===== config.mk =====
export PLATFORM = sky130hd
export DESIGN_NAME = core_req_buffer
export DESIGN_NICKNAME = d
export VERILOG_FILES = /design/src/rtl/core_req_buffer.sv
export SDC_FILE = /design/constraint.sdc
export NUM_CORES = 1
export LEC_CHECK = 0
export CORE_AREA = 2 2 238 240
export CTS_CLUSTER_DIAMETER = 50
export DETAILED_ROUTE_END_ITERATION = 7
export DIE_AREA = 0 0 240 242
export GPL_TIMING_DRIVEN = 0
export PLACE_DENSITY = 0.53
export SLEW_MARGIN = 25
export SYNTH_ARGS = -nofsm -noshare
export SYNTH_HDL_FRONTEND = slang
export SYNTH_SLANG_ARGS = --single-unit
export TNS_END_PERCENT = 100

===== constraint.sdc =====
create_clock -name clk_i -period 1.8 [get_ports clk_i]
set_input_delay 0.18 -clock clk_i [delete_from_list [all_inputs] [get_ports clk_i]]
set_output_delay 0.18 -clock clk_i [all_outputs]
set_load 0.01 [all_outputs]

===== src/rtl/core_req_buffer.sv =====
// In-order req/gnt decoupling FIFO (DEPTH entries, MAX_OUTSTANDING cap); accept->m_req 1 cycle, rvalid->s_rvalid 1 cycle.
// Backpressure: s_gnt_o drops when FIFO full or cap reached; CORE_REQ_BUFFER_BYPASS_EN adds a 0-cycle path when empty.
module core_req_buffer #(
    parameter int ADDR_WIDTH      = 32,
    parameter int DATA_WIDTH      = 32,
    parameter int DEPTH           = 4,
    parameter int MAX_OUTSTANDING = 4
) (
    input  logic                  clk_i,
    input  logic                  rst_ni,
    input  logic                  s_req_i,
    output logic                  s_gnt_o,
    input  logic [ADDR_WIDTH-1:0] s_addr_i,
    input  logic                  s_we_i,
    input  logic [3:0]            s_be_i,
    input  logic [DATA_WIDTH-1:0] s_wdata_i,
    output logic                  s_rvalid_o,
    output logic [DATA_WIDTH-1:0] s_rdata_o,
    output logic                  m_req_o,
    input  logic                  m_gnt_i,
    output logic [ADDR_WIDTH-1:0] m_addr_o,
    output logic                  m_we_o,
    output logic [3:0]            m_be_o,
    output logic [DATA_WIDTH-1:0] m_wdata_o,
    input  logic                  m_rvalid_i,
    input  logic [DATA_WIDTH-1:0] m_rdata_i
);
    localparam int PW = $clog2(DEPTH);
    localparam int CW = PW + 1;
    localparam int IW = $clog2(MAX_OUTSTANDING + 1);
    localparam logic [CW-1:0] DEPTH_C = CW'(DEPTH);
    localparam logic [IW-1:0] MAXO_C  = IW'(MAX_OUTSTANDING);

    typedef struct packed {
        logic [ADDR_WIDTH-1:0] addr;
        logic                  we;
        logic [3:0]            be;
        logic [DATA_WIDTH-1:0] wdata;
    } entry_t;

    entry_t                mem_q [DEPTH];
    logic [PW-1:0]         wr_ptr_q, wr_ptr_d, rd_ptr_q, rd_ptr_d;
    logic [CW-1:0]         count_q, count_d;
    logic [IW-1:0]         inflight_q, inflight_d;
    logic                  s_rvalid_q;
    logic [DATA_WIDTH-1:0] s_rdata_q, s_rdata_d;

    entry_t s_entry, m_entry;
    logic   accept, push, pop;

    assign s_entry = '{addr: s_addr_i, we: s_we_i, be: s_be_i, wdata: s_wdata_i};

    // Grant never looks at m_gnt_i: a full FIFO stays closed even on a pop cycle.
    assign s_gnt_o = rst_ni & s_req_i & (count_q < DEPTH_C) & (inflight_q < MAXO_C);
    assign accept  = s_gnt_o;

`ifdef CORE_REQ_BUFFER_BYPASS_EN
    logic bypass;
    assign bypass  = accept & (count_q == '0);
    assign m_req_o = (count_q != '0) | bypass;
    assign m_entry = bypass ? s_entry : mem_q[rd_ptr_q];
    assign push    = accept & ~(bypass & m_gnt_i);
    assign pop     = (count_q != '0) & m_gnt_i;
`else
    assign m_req_o = (count_q != '0);
    assign m_entry = mem_q[rd_ptr_q];
    assign push    = accept;
    assign pop     = m_req_o & m_gnt_i;
`endif

    assign m_addr_o   = m_entry.addr;
    assign m_we_o     = m_entry.we;
    assign m_be_o     = m_entry.be;
    assign m_wdata_o  = m_entry.wdata;
    assign s_rvalid_o = s_rvalid_q;
    assign s_rdata_o  = s_rdata_q;

    always_comb begin
        wr_ptr_d   = wr_ptr_q;
        rd_ptr_d   = rd_ptr_q;
        count_d    = count_q;
        inflight_d = inflight_q;
        s_rdata_d  = s_rdata_q;
        if (push) wr_ptr_d = wr_ptr_q + 1'b1;
        if (pop)  rd_ptr_d = rd_ptr_q + 1'b1;
        case ({push, pop})
            2'b10:   count_d = count_q + 1'b1;
            2'b01:   count_d = count_q - 1'b1;
            default: count_d = count_q;
        endcase
        // A stray response at zero in-flight is forwarded but must not underflow the counter.
        if (accept && !m_rvalid_i) begin
            inflight_d = inflight_q + 1'b1;
        end else if (!accept && m_rvalid_i && (inflight_q != '0)) begin
            inflight_d = inflight_q - 1'b1;
        end
        if (m_rvalid_i) s_rdata_d = m_rdata_i;
    end

    always_ff @(posedge clk_i or negedge rst_ni) begin
        if (!rst_ni) begin
            wr_ptr_q   <= '0;
            rd_ptr_q   <= '0;
            count_q    <= '0;
            inflight_q <= '0;
            s_rvalid_q <= 1'b0;
            s_rdata_q  <= '0;
            for (int i = 0; i < DEPTH; i++) mem_q[i] <= '0;
        end else begin
            wr_ptr_q   <= wr_ptr_d;
            rd_ptr_q   <= rd_ptr_d;
            count_q    <= count_d;
            inflight_q <= inflight_d;
            s_rvalid_q <= m_rvalid_i;
            s_rdata_q  <= s_rdata_d;
            if (push) mem_q[wr_ptr_q] <= s_entry;
        end
    end
endmodule


==> Word-level counts from Yosys, hierarchy flattened <==
Index checks and enable logic that the tools add are counted.
{ "op_classes": {"n_reduce_logical": 10, "bitwise": 6, "addsub": 6, "eq_ne": 2, "n_mux": 9, "order_cmp": 5} }
{ "op_table": {"columns": ["operator", "n"], "rows": [
  ["$bwmux 276", 1],
  ["$mux 69", 3],
  ["$bmux 69 s2", 1],
  ["$demux 69 s2", 1],
  ["$add 3x1->3 const B", 2],
  ["$ge 3x3->1 const B", 2],
  ["$lt 3x3->1 const B", 2],
  ["$mux 3", 2],
  ["$not 2->3", 2],
  ["$pmux 3 s2", 1],
  ["$reduce_bool 3->1", 2],
  ["$sub 3x1->3 const B", 2],
  ["$add 2x1->2 const B", 2],
  ["$and 1x1->1", 4],
  ["$logic_and 1x1->1", 4],
  ["$reduce_bool 2->1", 2],
  ["$lt 3x1->1 const B", 1],
  ["$eq 2x1->1 const B", 1],
  ["$eq 2x2->1 const B", 1],
  ["$logic_not 1->1", 2]
]} }
{ "word_totals": {"ff_bits": 319, "in_bits": 106, "out_inout_bits": 104, "elab_cells": 60} }

==> Depth between registers and ports, before layout <==
Gate-level depths: netlist of run 1.
{ "logic_depth": {"depth_word": 8, "depth_mapped": 8, "depth_no_buf": 7} }

==> Worst setup path before layout of run 1 <==
Ideal clock, no wire load.
{ "synth_path": {"path_kind": "reg2reg", "from": "register count_q[2]", "to": "register inflight_q[2]", "path_buffers": 2, "arrival_time_ps": 1787, "synth_period_minus_slack_ps": 1854, "stages_incl_launch_ff": 9, "path_slack_ps": -54, "required_time_ps": 1733, "setup_time_ps": 67, "path_cell_list": "dfrtp_1 nand4bb_1 buf_4 inv_6 buf_12 nand2b_1 fa_1 nor4_1 a221o_1"} }
{ "synth_between": {"elab_chain_cells": 7, "word_cells_on_any_way": 9, "cone_classes": "1 x order compare; 1 x mux; 2 x bitwise; 5 x reduce/logical"} }
{ "synth_lines": {"columns": ["item", "line", "source"], "rows": [
  ["from (decl)", "43", "logic [CW-1:0] count_q, count_d;"],
  ["from (signal assigned)", "112", "count_q <= count_d;"],
  ["$lt 3x3->1 *", "54", "assign s_gnt_o = rst_ni & s_req_i & (count_q < DEPTH_C) & (inflight_q < MAXO_C);"],
  ["$and 1x1->1 * (2 in a row)", "54", null],
  ["net s_gnt_o", "12", "output logic s_gnt_o,"],
  ["$logic_not 1->1", "94", "end else if (!accept && m_rvalid_i && (inflight_q != '0)) begin"],
  ["$logic_and 1x1->1 (2 in a row)", "94", null],
  ["$reduce_bool 2->1 (no source line)", null, null],
  ["to (signal assigned)", "113", "inflight_q <= inflight_d;"],
  ["to (decl)", "44", "logic [IW-1:0] inflight_q, inflight_d;"]
]} }
The timed path passes the listed nets; every way through them passes the cells marked *.
A chain may end at the register's enable or synchronous reset.

==> Worst setup path in the final report of run 1 <==
{ "layout_path": {"from": "register rd_ptr_q[0]", "to": "output port m_addr_o[29]"} }
{ "layout_between": {"elab_chain_cells": 4} }
{ "layout_lines": {"columns": ["item", "line", "source"], "rows": [
  ["from (decl)", "42", "logic [PW-1:0] wr_ptr_q, wr_ptr_d, rd_ptr_q, rd_ptr_d;"],
  ["from (signal assigned)", "111", "rd_ptr_q <= rd_ptr_d;"],
  ["$not 2->3 (not written as such)", "66", "assign m_entry = mem_q[rd_ptr_q];"],
  ["$bmux 69 s2", "66", null],
  ["$mux 69 (not written as such) (2 in a row)", "66", null],
  ["to (decl)", "21", "output logic [ADDR_WIDTH-1:0] m_addr_o,"]
]} }
Every way passes these cells. The select of a mux whose other input is x is not followed.

==> results.md, run 1 <==
* CP endpoint kind: output pin
* Top FF cell, synth: dfrtp_1
* Req. time, crit path at 1.62 ns
* Fin nets at 1208
* Register area share after synthesis at 58.3%
* Cts bufs inserted at 50
* Area growth syn-to-layout at 41.5%
* CTS Root Buffer Type: clkbuf_16
* Remaining DRCs at 0
* Die Wd at 240 um
* Pin count of the biggest net entering global routing at 85
* Initial Util at 24.6%
* Max Root-Sink Buffers at 3
* Vias in the first global route at 8916
* Later-pin clock latency in the skew report at 0.57 ns
* Fin Clk Skew at 0.0150 ns
* Max-Cap Viols at 0
* Worst Tran Pin Value at 0.729 ns
* Final wirelength at 34.6 mm
* Total global routing overflow at 0
* Count of different cell masters after synthesis at 34
* Detailed Route Iter0 Violations at 153
* Total GRT Usage at 12.0%
* Final hold vios at 104
* Clock Sinks at 319
* Final worst setup slack at -0.486 ns
* WP data arrival at 2.11 ns
* Cell accounting for the most synthesized area: dfrtp_1
* Final setup vio count at 95
* Fin crit share at 127%
* Hold WC Path Type: in2async
* Worst vdd ir at 0.825 mV
* Via density at 4.23
* Worst slew margin at 51.2%
* Failing checks: hold timing, setup timing
* Router iterations before antenna repair at 4
* Highest Clock Rate at 438 MHz
* Antenna violations before repair at 3
* Synth top cells by count: 319 x dfrtp_1, 298 x mux2_2, 69 x mux4_2
* Layout cell share with drive strength beyond 1 at 56.3%
* Power per cell area at 1780 nW/um2
* Overall Power at 34.5 mW
* Final max-slew violation count at 0
* Worst slack at placement at -1.05 ns
* Syn Area/Cell at 17.3 um2
* # rows at 87
* CP Max Fanout at 10
* Buffers on Ports at 209
* Die Y at 242 um
* CTS tree: built
* Antenna Nets Post-Route at 0
* Setup crit start kind: register
* GP Congestion at 0.700
* Final critical-path required period at 2.29 ns
* Synth top area cells: dfrtp_1 58%, mux2_2 24%, mux4_2 11%
* Synth Instances at 792
* Syn nets at 905
* #FFs+latches synth at 319
* Reg clk slew, reported paths at 0.05 ns
* Share of the synthesized area in the top cell type at 58.3%
* Unrepaired setup endpoints after global routing: yes
* Vias at 7999
* Type of the worst setup path: reg2out
* Outcome: complete, but fails checks
* Hpwl dp at 22.3 mm
* Leak pwr at 8.68 nW
* IO Count at 210
* Full die area at 58100 um2
* Yosys Warn Count at 0
* Mapped cell area at 13700 um2
* CTS H-Tree Depth at 2
* Most numerous cell in the Yosys netlist: dfrtp_1
* Ys async rst share at 100%
* First-pass GRT wire length at 53.4 mm
* Routed WL per cell at 18.3 um
* Ant diodes at 0
* Number of synthesized flops with an enable pin at 0
* Worst hold slack at -0.0745 ns
* Core area at 55700 um2
[report_power, final]
part | internal, mW | switching, mW | leakage (nW)
logic | 8.14 | 4.88 | 3.80
registers | 10.2 | 1.44 | 4.03
clock network | 6.14 | 3.70 | 0.842
[per-layer routing]
layer / part of all wire, % / wire [um] / track usage [%] / up-vias
met3: 6.8 / 2360 / 3.98 / 70
li1: - / - / - / 3583
met2: 47 / 16300 / 19.2 / 184
met1: 43 / 15000 / 15.3 / 4156
met5: 0.12 / 41 / 0 / -
met4: 2.5 / 874 / 4.17 / 6
[cells in the final DEF, fill, tap and decap left out, types with 2 or more instances in the layout]
cell	n
inv_6	7
clkbuf_8	8
clkbuf_2	24
clkdlybuf4s50_1	137
buf_8	2
inv_1	4
inv_8	6
buf_4	15
mux2_4	10
ha_1	4
fa_2	2
nand2_1	2
xnor2_1	4
clkbuf_4	15
clkinv_4	2
mux2_2	298
clkbuf_1	7
dfrtp_1	317
buf_2	11
buf_12	23
clkinv_2	6
buf_16	6
xor2_1	3
buf_6	59
mux4_2	69
bufinv_16	4
mux2i_1	4
clkbuf_16	55
nand2_4	3
nor2_1	2
clkinvlp_4	4
[registers in the layout, indices dropped and copies added (netlist names)]
register,count
mem_q,276
s_rdata_o,32
count_q,3
inflight_q,3
rd_ptr_q,2
wr_ptr_q,2
s_rvalid_o,1
[stage by stage]
step           instances  setup TNS (ns)  cell area (um2)  hold WS (ns)  utilization, %
6_report            1891          -26.74            19400       -0.0745            34.8
2_1_floorplan        792               0            13700        -0.116               -
3_5_place_dp        1761         -186.63            16900        0.0222            30.2
4_1_cts             1867          -35.51            19000        -0.613            34.0
3_3_place_gp        1757        -7916.85            16700         0.482            30.0
5_1_grt             1891          -44.15            19400       -0.0676            34.8
[layout make-up]
cell class	instances	area, um2
fillers	5448	36300
flip-flops and latches	319	7990
multi-input cells	417	5460
repair buffers	255	2720
clock buffers	63	1390
well taps	756	946
plain buffers	46	512
clock inverters	29	327
inverters	6	35.0
[critical path: stages, from the launching register on]
cell and delay (ns):
dfrtp_4 0.50, buf_12 0.16, buf_12 0.15, buf_4 0.13
mux4_2 0.44, buf_6 0.14
[cell families after synthesis]
group	synth area share (%)
AOI/OAI and AO/OA	0.420
buffers and inverters	2.25
xor gates and xnor gates	0.448
adders and majority gates	0.749
muxes	37.2
DFF	58.3
and+or+nand+nor	0.640
[path summary, 6_finish.rpt]
path | startpoint | endpoint | slack (ns) | depth (start not counted)
max in group asynchronous | rst_ni | mem_q[198] | 0.78 | 6
worst min-delay path | rst_ni | mem_q[52] | -0.07 | 6
min in group clk_i | m_rvalid_i | s_rvalid_o | 0.17 | 1
worst max-delay path | rd_ptr_q[0] | m_addr_o[29] | -0.49 | 5
worst min register to register | mem_q[27] | mem_q[27] | 0.50 | 1
worst max register to register | count_q[2] | inflight_q[1] | -0.05 | 8
[repair_timing]
item,in CTS,in global routing
gates resized for setup,301,130
pin swaps,5,5
hold endpoints to repair,178,178
gates cloned,1,4
buffers inserted,17,15
setup endpoints to repair,341,156
Note: power is estimated with default switching activity, not from simulation.
==> run 2, diff against run 1 <==
--- a/config.mk
+++ b/config.mk
@@ -5,12 +5,15 @@
 export SDC_FILE = /design/constraint.sdc
 export NUM_CORES = 1
 export LEC_CHECK = 0
-export CORE_AREA = 2 2 238 240
+export ABC_AREA = 1
+export CORE_AREA = 2 2 242 244
 export CTS_CLUSTER_DIAMETER = 50
 export DETAILED_ROUTE_END_ITERATION = 7
-export DIE_AREA = 0 0 240 242
+export DIE_AREA = 0 0 244 246
+export DONT_BUFFER_PORTS = 1
 export GPL_TIMING_DRIVEN = 0
-export PLACE_DENSITY = 0.53
+export PLACE_DENSITY = 0.48
+export RECOVER_POWER = 50
 export SLEW_MARGIN = 25
 export SYNTH_ARGS = -nofsm -noshare
 export SYNTH_HDL_FRONTEND = slang
==> results.md, run 2 <==
* Initial Util at 24.8% (was 24.6%)
* Final critical-path required period at 2.15 ns (was 2.29 ns)
* Placed cell count at 2250 (was 1761)
* Leak pwr at 8.80 nW (was 8.68 nW)
* Top FF cell, synth: dfrtp_1 (unchanged)
* Start of the worst register-to-register path: count_q[0] (was count_q[2])
* Setup crit start kind: register (unchanged)
* Most frequent cells in the layout: 317 x dfrtp_1, 287 x nand2_1, 203 x o21ai_1 (was 317 x dfrtp_1, 298 x mux2_2, 137 x clkdlybuf4s50_1)
* Ys async rst share at 100% (unchanged)
* Overall Power at 39.1 mW (was 34.5 mW)
* WP data arrival at 1.97 ns (was 2.11 ns)
* Final wirelength at 50.1 mm (was 34.6 mm)
* Req. time, crit path at 1.62 ns (about the same)
* Remaining DRCs at 0 (unchanged)
* Final hold vios at 319 (was 104)
* Die Y at 246 um (was 242 um)
* Met2 usage at 26.9% (was 19.2%)
* Syn Area/Cell at 9.59 um2 (was 17.3 um2)
* Fin crit share at 120% (was 127%)
* Worst slack at placement at -0.642 ns (was -1.05 ns)
* Synth Instances at 1485 (was 792)
* Cell accounting for the most synthesized area: dfrtp_1 (unchanged)
* Cts bufs inserted at 48 (was 50)
* Final core utilization at 34.7% (was 34.8%)
* CP Max Fanout at 7 (was 10)
* Core area at 57400 um2 (was 55700 um2)
* Router iterations before antenna repair at 5 (was 4)
* Max Root-Sink Buffers at 3 (unchanged)
* Failing checks: hold timing, setup timing (unchanged)
* Most numerous cell in the Yosys netlist: dfrtp_1 (unchanged)
* First-pass GRT wire length at 75.4 mm (was 53.4 mm)
* GP Congestion at 0.782 (was 0.700)
* Critical Path Source: rd_ptr_q[0] (unchanged)
* Number of synthesized flops with an enable pin at 0 (unchanged)
* Flip-flop count of the largest register after layout at 276 (unchanged)
* Dpl cell area at 15200 um2 (was 16900 um2)
* Vias in the first global route at 12.2k (was 8916)
* Worst Tran Pin Value at 0.980 ns (was 0.729 ns)
* Critical path's slowest cell: dfrtp_2 (was dfrtp_4)
* Reg with most FFs: mem_q (unchanged)
* Vias at 11.6k (was 7999)
* CTS Root Buffer Type: clkbuf_16 (unchanged)
* Buffers on Ports at 0 (was 209)
* Outcome: complete, but fails checks (unchanged)
* Reg clk slew, reported paths at 0.05 ns (about the same)
* Later-pin clock latency in the skew report at 0.58 ns (was 0.57 ns)
* Register area share after synthesis at 56.1% (was 58.3%)
* Worst slew margin at 34.6% (was 51.2%)
* Via density at 4.69 (was 4.23)
* Gr busiest metal: met2 (unchanged)
* Capture point of the worst path: m_be_o[2] (was m_addr_o[29])
* Hold Buf Count CTS at 103
* Detailed Route Iter0 Violations at 579 (was 153)
* Fin nets at 1778 (was 1208)
* Reg2Reg Depth at 10 (was 8)
* Synth top cells by count: 319 x dfrtp_1, 288 x nand2_1, 176 x o21ai_0 (was 319 x dfrtp_1, 298 x mux2_2, 69 x mux4_2)
* Worst vdd ir at 0.870 mV (was 0.825 mV)
* Count of non-filler cells in the finished layout at 2468 (was 1891)
* IO Count at 210 (unchanged)
* Reg2reg setup slack at 0.11 ns (was -0.05 ns)
* Pin count of the biggest net entering global routing at 321 (was 85)
* Full die area at 60000 um2 (was 58100 um2)
* Yosys Warn Count at 0 (unchanged)
* Layout cell share with drive strength beyond 1 at 32.1% (was 56.3%)
* Total GRT Usage at 16.4% (was 12.0%)
* CP endpoint kind: output pin (unchanged)
* Syn nets at 1598 (was 905)
* Share of the synthesized area in the top cell type at 56.1% (was 58.3%)
* Fin Clk Skew at 0.0205 ns (was 0.0150 ns)
* CTS tree: built (unchanged)
* Unrepaired setup endpoints after global routing: yes (unchanged)
* WP depth at 6 (was 5)
* Synth top area cells: dfrtp_1 56%, nand2_1 7.6%, o21ai_0 6.2% (was dfrtp_1 58%, mux2_2 24%, mux4_2 11%)
* GRT met1 Usage at 21.2% (was 15.3%)
* Total global routing overflow at 0 (unchanged)
* Met3 usage at 4.15% (was 3.98%)
* Worst path top cell family by delay: buffers and inverters (unchanged)
* Worst hold slack at -0.688 ns (was -0.0745 ns)
* Most common cell after layout, fill and taps aside: dfrtp_1 (unchanged)
* Antenna Nets Post-Route at 0 (unchanged)
* Critical Path, Cell by Cell: buf_12 -> inv_16 -> buf_16 -> clkbuf_16 -> o21ai_1 -> o22ai_4 (was buf_12 -> buf_12 -> buf_4 -> mux4_2 -> buf_6)
* Count of different cell masters after synthesis at 25 (was 34)
* Antenna violations before repair at 2 (was 3)
* Hpwl dp at 31.2 mm (was 22.3 mm)
* Routed WL per cell at 20.3 um (was 18.3 um)
* CP max stage delay at 0.44 ns (was 0.50 ns)
* Final worst setup slack at -0.352 ns (was -0.486 ns)
* Max-Cap Viols at 0 (unchanged)
* Area growth syn-to-layout at 39.8% (was 41.5%)
* Die Wd at 244 um (was 240 um)
* Reg2reg end: count_q[2] (was inflight_q[1])
* Mapped cell area at 14200 um2 (was 13700 um2)
* Final max-slew violation count at 0 (unchanged)
* # rows at 88 (was 87)
* Hold WC Path Type: in2async (unchanged)
* CP bufs+invs at 4 (unchanged)
* Power per cell area at 1970 nW/um2 (was 1780 nW/um2)
* Clock Sinks at 319 (unchanged)
* #FFs+latches synth at 319 (unchanged)
* Highest Clock Rate at 465 MHz (was 438 MHz)
* Final Cell Area at 19900 um2 (was 19400 um2)
* CTS H-Tree Depth at 2 (unchanged)
* Final setup vio count at 69 (was 95)
* Setup TNS at -19.96 ns (was -26.74 ns)
* Type of the worst setup path: reg2out (unchanged)
run 2: what timing repair did:
item,CTS,global route
setup endpoints to repair,71,85
gates cloned,4,8
pin swaps,59,59
buffers inserted,14,2
gates resized for setup,283,235
hold endpoints to repair,630,319
run 2: routing by layer:
layer / share of wire [%] / routed length, um / vias up
met3: 6.3 / 3160 / 87
met5: 0.054 / 27 / -
met4: 2.4 / 1210 / 4
met1: 43 / 21600 / 5852
met2: 48 / 24100 / 285
li1: - / - / 5348
run 2: final cells by class:
type	instances	area (um2)
fillers	5871	37500
multi-input cells	974	6290
plain buffers	107	1260
clock inverters	25	260
diodes	1	2.50
well taps	765	957
repair buffers	131	1450
inverters	84	345
clock buffers	62	1340
flip-flops and latches	319	7990
run 2: worst min path at each step:
stage	slack (ns)	cells after the start	end	from
3_5_place_dp	-0.09	0	mem_q[62]	rst_ni
5_1_grt	-0.72	0	mem_q[269]	rst_ni
3_3_place_gp	-0.09	0	mem_q[62]	rst_ni
4_1_cts	-0.71	0	mem_q[97]	rst_ni
6_report	-0.69	0	mem_q[269]	rst_ni
2_1_floorplan	-0.12	0	count_q[0]	rst_ni
run 2: kinds of logic after synthesis:
logic type,after synthesis,share of synthesized area [%]
AOI/OAI and AO/OA,488,20.3
xor gates and xnor gates,4,0.246
DFF,319,56.1
and+or+nand+nor,443,12.0
muxes,32,2.53
adders and majority gates,7,0.721
buffers and inverters,192,8.10
run 2: power breakdown:
group | internal, mW | switching [mW]
combinational | 7.48 | 9.92
clock | 5.71 | 3.61
sequential | 10.3 | 2.14
